**src/rtl/fifo_wr_arbiter.sv**
```systemverilog
// fifo_wr_arbiter: round-robin funnel of N requesters into one FIFO write port, with occupancy tracking and stall
module fifo_wr_arbiter #(
  parameter int N     = 4,
  parameter int W     = 8,
  parameter int DEPTH = 8
) (
  input  logic                   clk,
  input  logic                   rst,
  input  logic [N-1:0]           req,
  input  logic [N*W-1:0]         req_data,
  input  logic                   fifo_full,
  input  logic                   fifo_rd,
  output logic [N-1:0]           gnt,
  output logic                   fifo_wr,
  output logic [W-1:0]           fifo_din,
  output logic [$clog2(DEPTH):0] occ,
  output logic                   stall
);
  localparam int LW = (N > 1) ? $clog2(N) : 1;
  localparam int OW = $clog2(DEPTH) + 1;
  typedef enum logic [1:0] {IDLE, ACTIVE, STALL} state_t;
  state_t        r_state, w_state_nxt;
  logic [LW-1:0] r_last, w_win, w_idx;
  logic [N-1:0]  w_elig, w_gnt;
  logic [W-1:0]  w_din;
  logic          w_issue, w_dec, w_stall_nxt;
  logic [OW-1:0] w_occ_nxt;
  assign w_elig      = req & ~gnt;
  assign w_issue     = (|w_elig) && (occ < OW'(DEPTH)) && !fifo_full;
  assign w_dec       = fifo_rd && (occ != '0);
  assign w_occ_nxt   = occ + OW'(w_issue) - OW'(w_dec);
  assign w_stall_nxt = (|req) && ((w_occ_nxt == OW'(DEPTH)) || fifo_full);
  // Pick the first eligible requester after the last winner (scanning backwards so the nearest wins), then mux its grant and data
  always_comb begin
    w_win = r_last;
    w_idx = '0;
    w_gnt = '0;
    w_din = '0;
    for (int k = N - 1; k >= 0; k--) begin
      w_idx = LW'((int'(r_last) + 1 + k) % N);
      if (w_elig[w_idx]) w_win = w_idx;
    end
    for (int i = 0; i < N; i++) begin
      w_gnt[i] = w_issue && (w_win == LW'(i));
      if (w_win == LW'(i)) w_din = req_data[i*W +: W];
    end
  end
  // Next state: a stall condition dominates, otherwise issuing keeps us ACTIVE
  always_comb begin
    w_state_nxt = IDLE;
    if (w_stall_nxt) w_state_nxt = STALL;
    else if (w_issue) w_state_nxt = ACTIVE;
    else if (r_state == ACTIVE && |w_elig) w_state_nxt = ACTIVE;
    else if (r_state == STALL && |req) w_state_nxt = STALL;
  end
  // Registered outputs; the pointer only moves on an issue, so it stays frozen while stalled
  always_ff @(posedge clk) begin
    if (!rst) begin
      r_state  <= IDLE;
      r_last   <= LW'(N - 1);
      gnt      <= '0;
      fifo_wr  <= 1'b0;
      fifo_din <= '0;
      occ      <= '0;
      stall    <= 1'b0;
    end else begin
      r_state <= w_state_nxt;
      gnt     <= w_gnt;
      fifo_wr <= w_issue;
      occ     <= w_occ_nxt;
      stall   <= w_stall_nxt;
      if (w_issue) begin
        r_last   <= w_win;
        fifo_din <= w_din;
      end
    end
  end
endmodule

```
**config.mk**
```make
export PLATFORM = sky130hd
export DESIGN_NAME = fifo_wr_arbiter
export DESIGN_NICKNAME = d
export VERILOG_FILES = /design/src/rtl/fifo_wr_arbiter.sv
export SDC_FILE = /design/constraint.sdc
export NUM_CORES = 1
export LEC_CHECK = 0
export CORE_MARGIN = 2
export CORE_UTILIZATION = 33
export DETAILED_ROUTE_END_ITERATION = 10
export PLACE_DENSITY = 0.74
export SKIP_CTS_REPAIR_TIMING = 1
export SLEW_MARGIN = 20
export SYNTH_ARGS = -nofsm -noshare
export SYNTH_HDL_FRONTEND = slang
export SYNTH_SLANG_ARGS = --single-unit
```
**constraint.sdc**
```tcl
create_clock -name clk -period 6.2 [get_ports clk]
set_clock_uncertainty 0.2 [all_clocks]
set_input_delay 0.62 -clock clk [delete_from_list [all_inputs] [get_ports clk]]
set_output_delay 0.62 -clock clk [all_outputs]
set_load 0.01 [all_outputs]
```
# --- Word level (Yosys, flattened, before mapping) ---
# Index checks and enable logic that the tools add are counted.
op_classes:
  add_sub_neg: 6
  order_cmp: 5
  n_eq_ne: 4
  n_mux: 16
  n_bitwise: 2
  n_reduce_logical: 14
op_table:
  columns: ["operator", "n"]
  rows:
  - ["$mux 8", 4]
  - ["$lt 2x3->1 const B", 4]
  - ["$bmux 1 s2", 4]
  - ["$logic_and 1x1->1", 8]
  - ["$mux 2", 4]
  - ["$reduce_or 4->1", 2]
  - ["$add 2x1->2 const B", 2]
  - ["$add 2x2->2 const B", 2]
  - ["$add 4x1->4", 1]
  - ["$and 4x4->4", 1]
  - ["$eq 2x2->1 const B", 2]
  - ["$eq 4x4->1 const B", 1]
  - ["$lt 4x4->1 const B", 1]
  - ["$mux 1", 4]
  - ["$not 4->4", 1]
  - ["$reduce_bool 4->1", 1]
  - ["$sub 4x1->4", 1]
  - ["$eq 2x1->1 const B", 1]
  - ["$logic_not 2->1", 1]
  - ["$logic_not 1->1", 1]
  - ["$logic_or 1x1->1", 1]
word_totals:
  regBits: 20
  in_bits: 40
  out_inout_bits: 18
  wordCells: 53

# --- Longest topological paths before layout ---
depth:
  word_depth: 13
  mapped_depth: 13
  mapped_depth_nobuf: 12

# --- Least setup slack after synthesis ---
# Ideal clock, no wire load.
synth_timing:
  path_kind: "input port to flip-flop"
  from: "input port fifo_full"
  to: "register stall"
  setup_time_ns: 0.125
  arrival_ns: 2.720
  required_ns: 5.875
  path_slack_ns: 3.155
  stages: 13
  n_path_buf: 1
  cell_sequence: "or2_2 > a41oi_4 > inv_1 > clkbuf_1 > ha_1 > inv_1 > ha_1 > inv_1 > fa_1 > xnor2_1 > nor3b_1 > a21oi_1 > nor2_1"
synth_via:
  elab_chain_cells: 7
synth_rtl:
  columns: ["element", "line_no", "text"]
  rows:
  - ["start: declaration", "11", "input logic fifo_full,"]
  - ["$logic_not 1->1", "29", "assign w_issue = (|w_elig) && (occ < OW'(DEPTH)) && !fifo_full;"]
  - ["$logic_and 1x1->1", "29", null]
  - ["$add 4x1->4", "31", "assign w_occ_nxt = occ + OW'(w_issue) - OW'(w_dec);"]
  - ["$sub 4x1->4", "31", null]
  - ["$eq 4x4->1", "32", "assign w_stall_nxt = (|req) && ((w_occ_nxt == OW'(DEPTH)) || fifo_full);"]
  - ["$logic_or 1x1->1 *", "32", null]
  - ["$logic_and 1x1->1 *", "32", null]
  - ["end signal: assignment", "71", "stall <= w_stall_nxt;"]
  - ["end: declaration", "17", "output logic stall"]
# Every way passes the cells marked *; elsewhere a longest branch is shown, timed or not.
# A chain may end at the register's enable or synchronous reset.

# --- Worst setup path in the final report ---
# Ends and elaborated chain as after synthesis.

==> metrics.txt <==
outcome finished, final reports clean; Die Width 65.9 µm; initial antenna violation count 0; FF-to-FF End stall; ratio of cells with drive above 1 in the final layout 10.1%; first-pass GRT wire length 5.45 mm; maximum vdd drop 0.000141 V; GRT Util Overall 16.1%; die height 65.9 µm; Clock Latency Late Sink 0.26 ns; Synth Register Bits 20; Worst EP required 6.20 ns; Die Area 0.00435 mm²; CP Launch Type input port; worst-margin pin slew 0.749 ns; Setup TNS 0 ns; count of cell types in the netlist 43; YS warnings 0; Layout area overhead 53.2%; sequential cell area 400 µm²; Fmax 291 MHz; Nets 236; CP arrival 3.43 ns; DRC 0; Mapped Area 0.00127 mm²; kind of end point of the critical path register; number of H-tree levels 1; DRT iter0 DRCs 58; largest net degree at the start of global routing 26; WP buf/inv 4; vias in the first global route 1180; crit share post-route 55.5%; Final Max Slew Viols 0; Routed Antenna Nets 0; setup slack after layout 2.76 ns; largest cells by area after synthesis dfxtp_1 (32%), mux2i_1 (6.3%), ha_1 (4.9%); wire length on met1 1.47 mm; # IOs 58; CTS sink cnt 20; TritonCTS clock tree done; fillers 370; vias post-DR 1194; cell count along the critical path 13; hpwl dp 2.53 mm; metal2 WL 1.67 mm; total core area 0.00369 mm²; r2r startpoint gnt[1]; worst slack, placed 2.48 ns; Crit path top cell by count inv_1; Synth top area share 31.6%; sequential area share after synthesis 31.6%; crit-path leading delay family adder cells; slowest stage delay, CP 0.43 ns; endpoints failing setup 0; Avg WL per Cell 14.2 µm; routed vias/inst 5.04; critical path class input port to register; FP Rows 22; worst r2r path cells 12; Final Total Pwr 0.676 mW; I/O Buffers 57; HP Class register to register; DR top layer met4; Pwr Density 349 mW/mm²; Max Cap Viol 0; Final min period 3.44 ns; CP endpoint stall; syn avg cell area 9.52 µm²; Starting Density 34.3%; Antenna Cells 0; syn_nets 179; Min Hold Slack 0.306 ns; Hold Path Origin fifo_din[6]; WL final 3.37 mm; RSZ-0062 raised after global routing no; routability cong. 0.764; WL met3 203 µm; cell taking the most area after synthesis dfxtp_1; TritonCTS Buffers 3; maximum net fanout on the critical path 12; drt first pass iters 4; Lkg Pwr 0.728 nW; Inst Count DP 233; crit path launch fifo_full; reg-to-reg slack, setup 3.24 ns; Post-Synthesis Cells 133; Worst-path clk slew 0.08 ns; area of the multi-input gates 811 µm²; Final Hold Fails 0; Worst path slowest cell clkdlybuf4s50_1; CTS max path bufs 2; Clock Tree Root clkbuf_8; final std cells w/o fill 237; CP Cell Sequence clkdlybuf4s50_1, or2_2, a41oi_4, inv_1, ha_1, inv_1, ha_1, inv_1, fa_1, xnor2_1, nor3b_1, a21oi_1, nor2_1; Slew headroom 49.8%; global route overflow 0
-- cells in the final DEF, fill, tap and decap left out, drive strengths merged, types with 2 or more instances in the layout --
cell type	n
a21oi	2
ha	5
clkdlybuf4s50	57
o211ai	6
nand3	9
a21boi	2
mux2i	8
or2	2
a31oi	4
clkbuf	3
nor3b	7
o21a	4
dfxtp	20
o221ai	4
nor2	8
inv	7
and2	5
o21ai	9
nand2b	5
nand2	6
nor2b	2
-- worst min path at each step --
| stage | to | slack (ns) | cells past startpoint |
|---|---|---|---|
| after floorplan | r_last[0] | 0.32 | 2 |
| after global placement | fifo_din[6] | 0.29 | 2 |
| after detailed placement | fifo_din[7] | 0.28 | 2 |
| after CTS | fifo_din[6] | 0.31 | 2 |
| after global routing | fifo_din[7] | 0.35 | 2 |
| final | fifo_din[6] | 0.31 | 2 |
-- metal layers --
| layer | up-vias | global-route usage [%] |
|---|---|---|
| met3 | 4 | 4.43 |
| met1 | 542 | 20.4 |
| met2 | 50 | 27.5 |
| li1 | 598 | - |
| met4 | 0 | 3.32 |
| met5 | - | 0 |
-- report_power, final --
part / switching [mW] / internal, mW / leakage [nW]
Sequential: 0.0301 / 0.165 / 0.165
Combinational: 0.168 / 0.184 / 0.527
Clock: 0.0434 / 0.0861 / 0.0357
-- state kept, by name, summed over array words and instances, names as in the netlist --
| register | cells |
|---|---|
| fifo_din | 8 |
| occ | 4 |
| stall | 1 |
| gnt | 4 |
| fifo_wr | 1 |
| r_last | 2 |
-- cell usage after synthesis (all sizes together) --
master	number
dfxtp	20
nand3	9
o21ai	9
mux2i	8
nor2	8
inv	7
nor3b	7
nand2	6
o211ai	6
and2	5
ha	5
nand2b	5
a31oi	4
o21a	4
o221ai	4
buf	3
a21boi	2
a21oi	2
clkbuf	2
nor2b	2
or2	2
a21o	1
a22oi	1
a41oi	1
and2b	1
and3	1
and3b	1
fa	1
o21bai	1
o32ai	1
o41ai	1
or3b	1
xnor2	1
xor2	1
-- metrics by stage --
stage	utilization, %	area [µm²]
after CTS	52.3	1930
after detailed placement	50.4	1860
after global routing	52.6	1940
after floorplan	-	1270
final	52.6	1940
after global placement	50.4	1860
-- layout make-up --
cell class	count	share of cell area (%)
Multi-Input combinational cell	101	41.8
Timing Repair Buffer	57	29.4
Sequential cell	20	20.6
Tap cell	48	3.10
Clock buffer	3	2.13
Clock inverter	1	1.55
Inverter	7	1.35
-- cell families after synthesis --
logic type | Yosys count | share of synthesized area, %
buf+inv | 12 | 5.04
simple gates | 48 | 23.4
flops | 20 | 31.6
mux | 8 | 6.32
compound gates | 37 | 25.7
xor+xnor | 2 | 1.38
fa+ha+maj | 6 | 6.52
-- worst register-to-register path, stage by stage (launching register included) --
cell and delay [ns]:
dfxtp_1 0.35, nand2b_1 0.24, a41oi_4 0.33, inv_1 0.26, ha_1 0.35, inv_1 0.06, ha_1 0.16, inv_1 0.06
fa_1 0.38, xnor2_1 0.15, nor3b_1 0.21, a21oi_1 0.10, nor2_1 0.08
(Power assumes the default switching activity.)
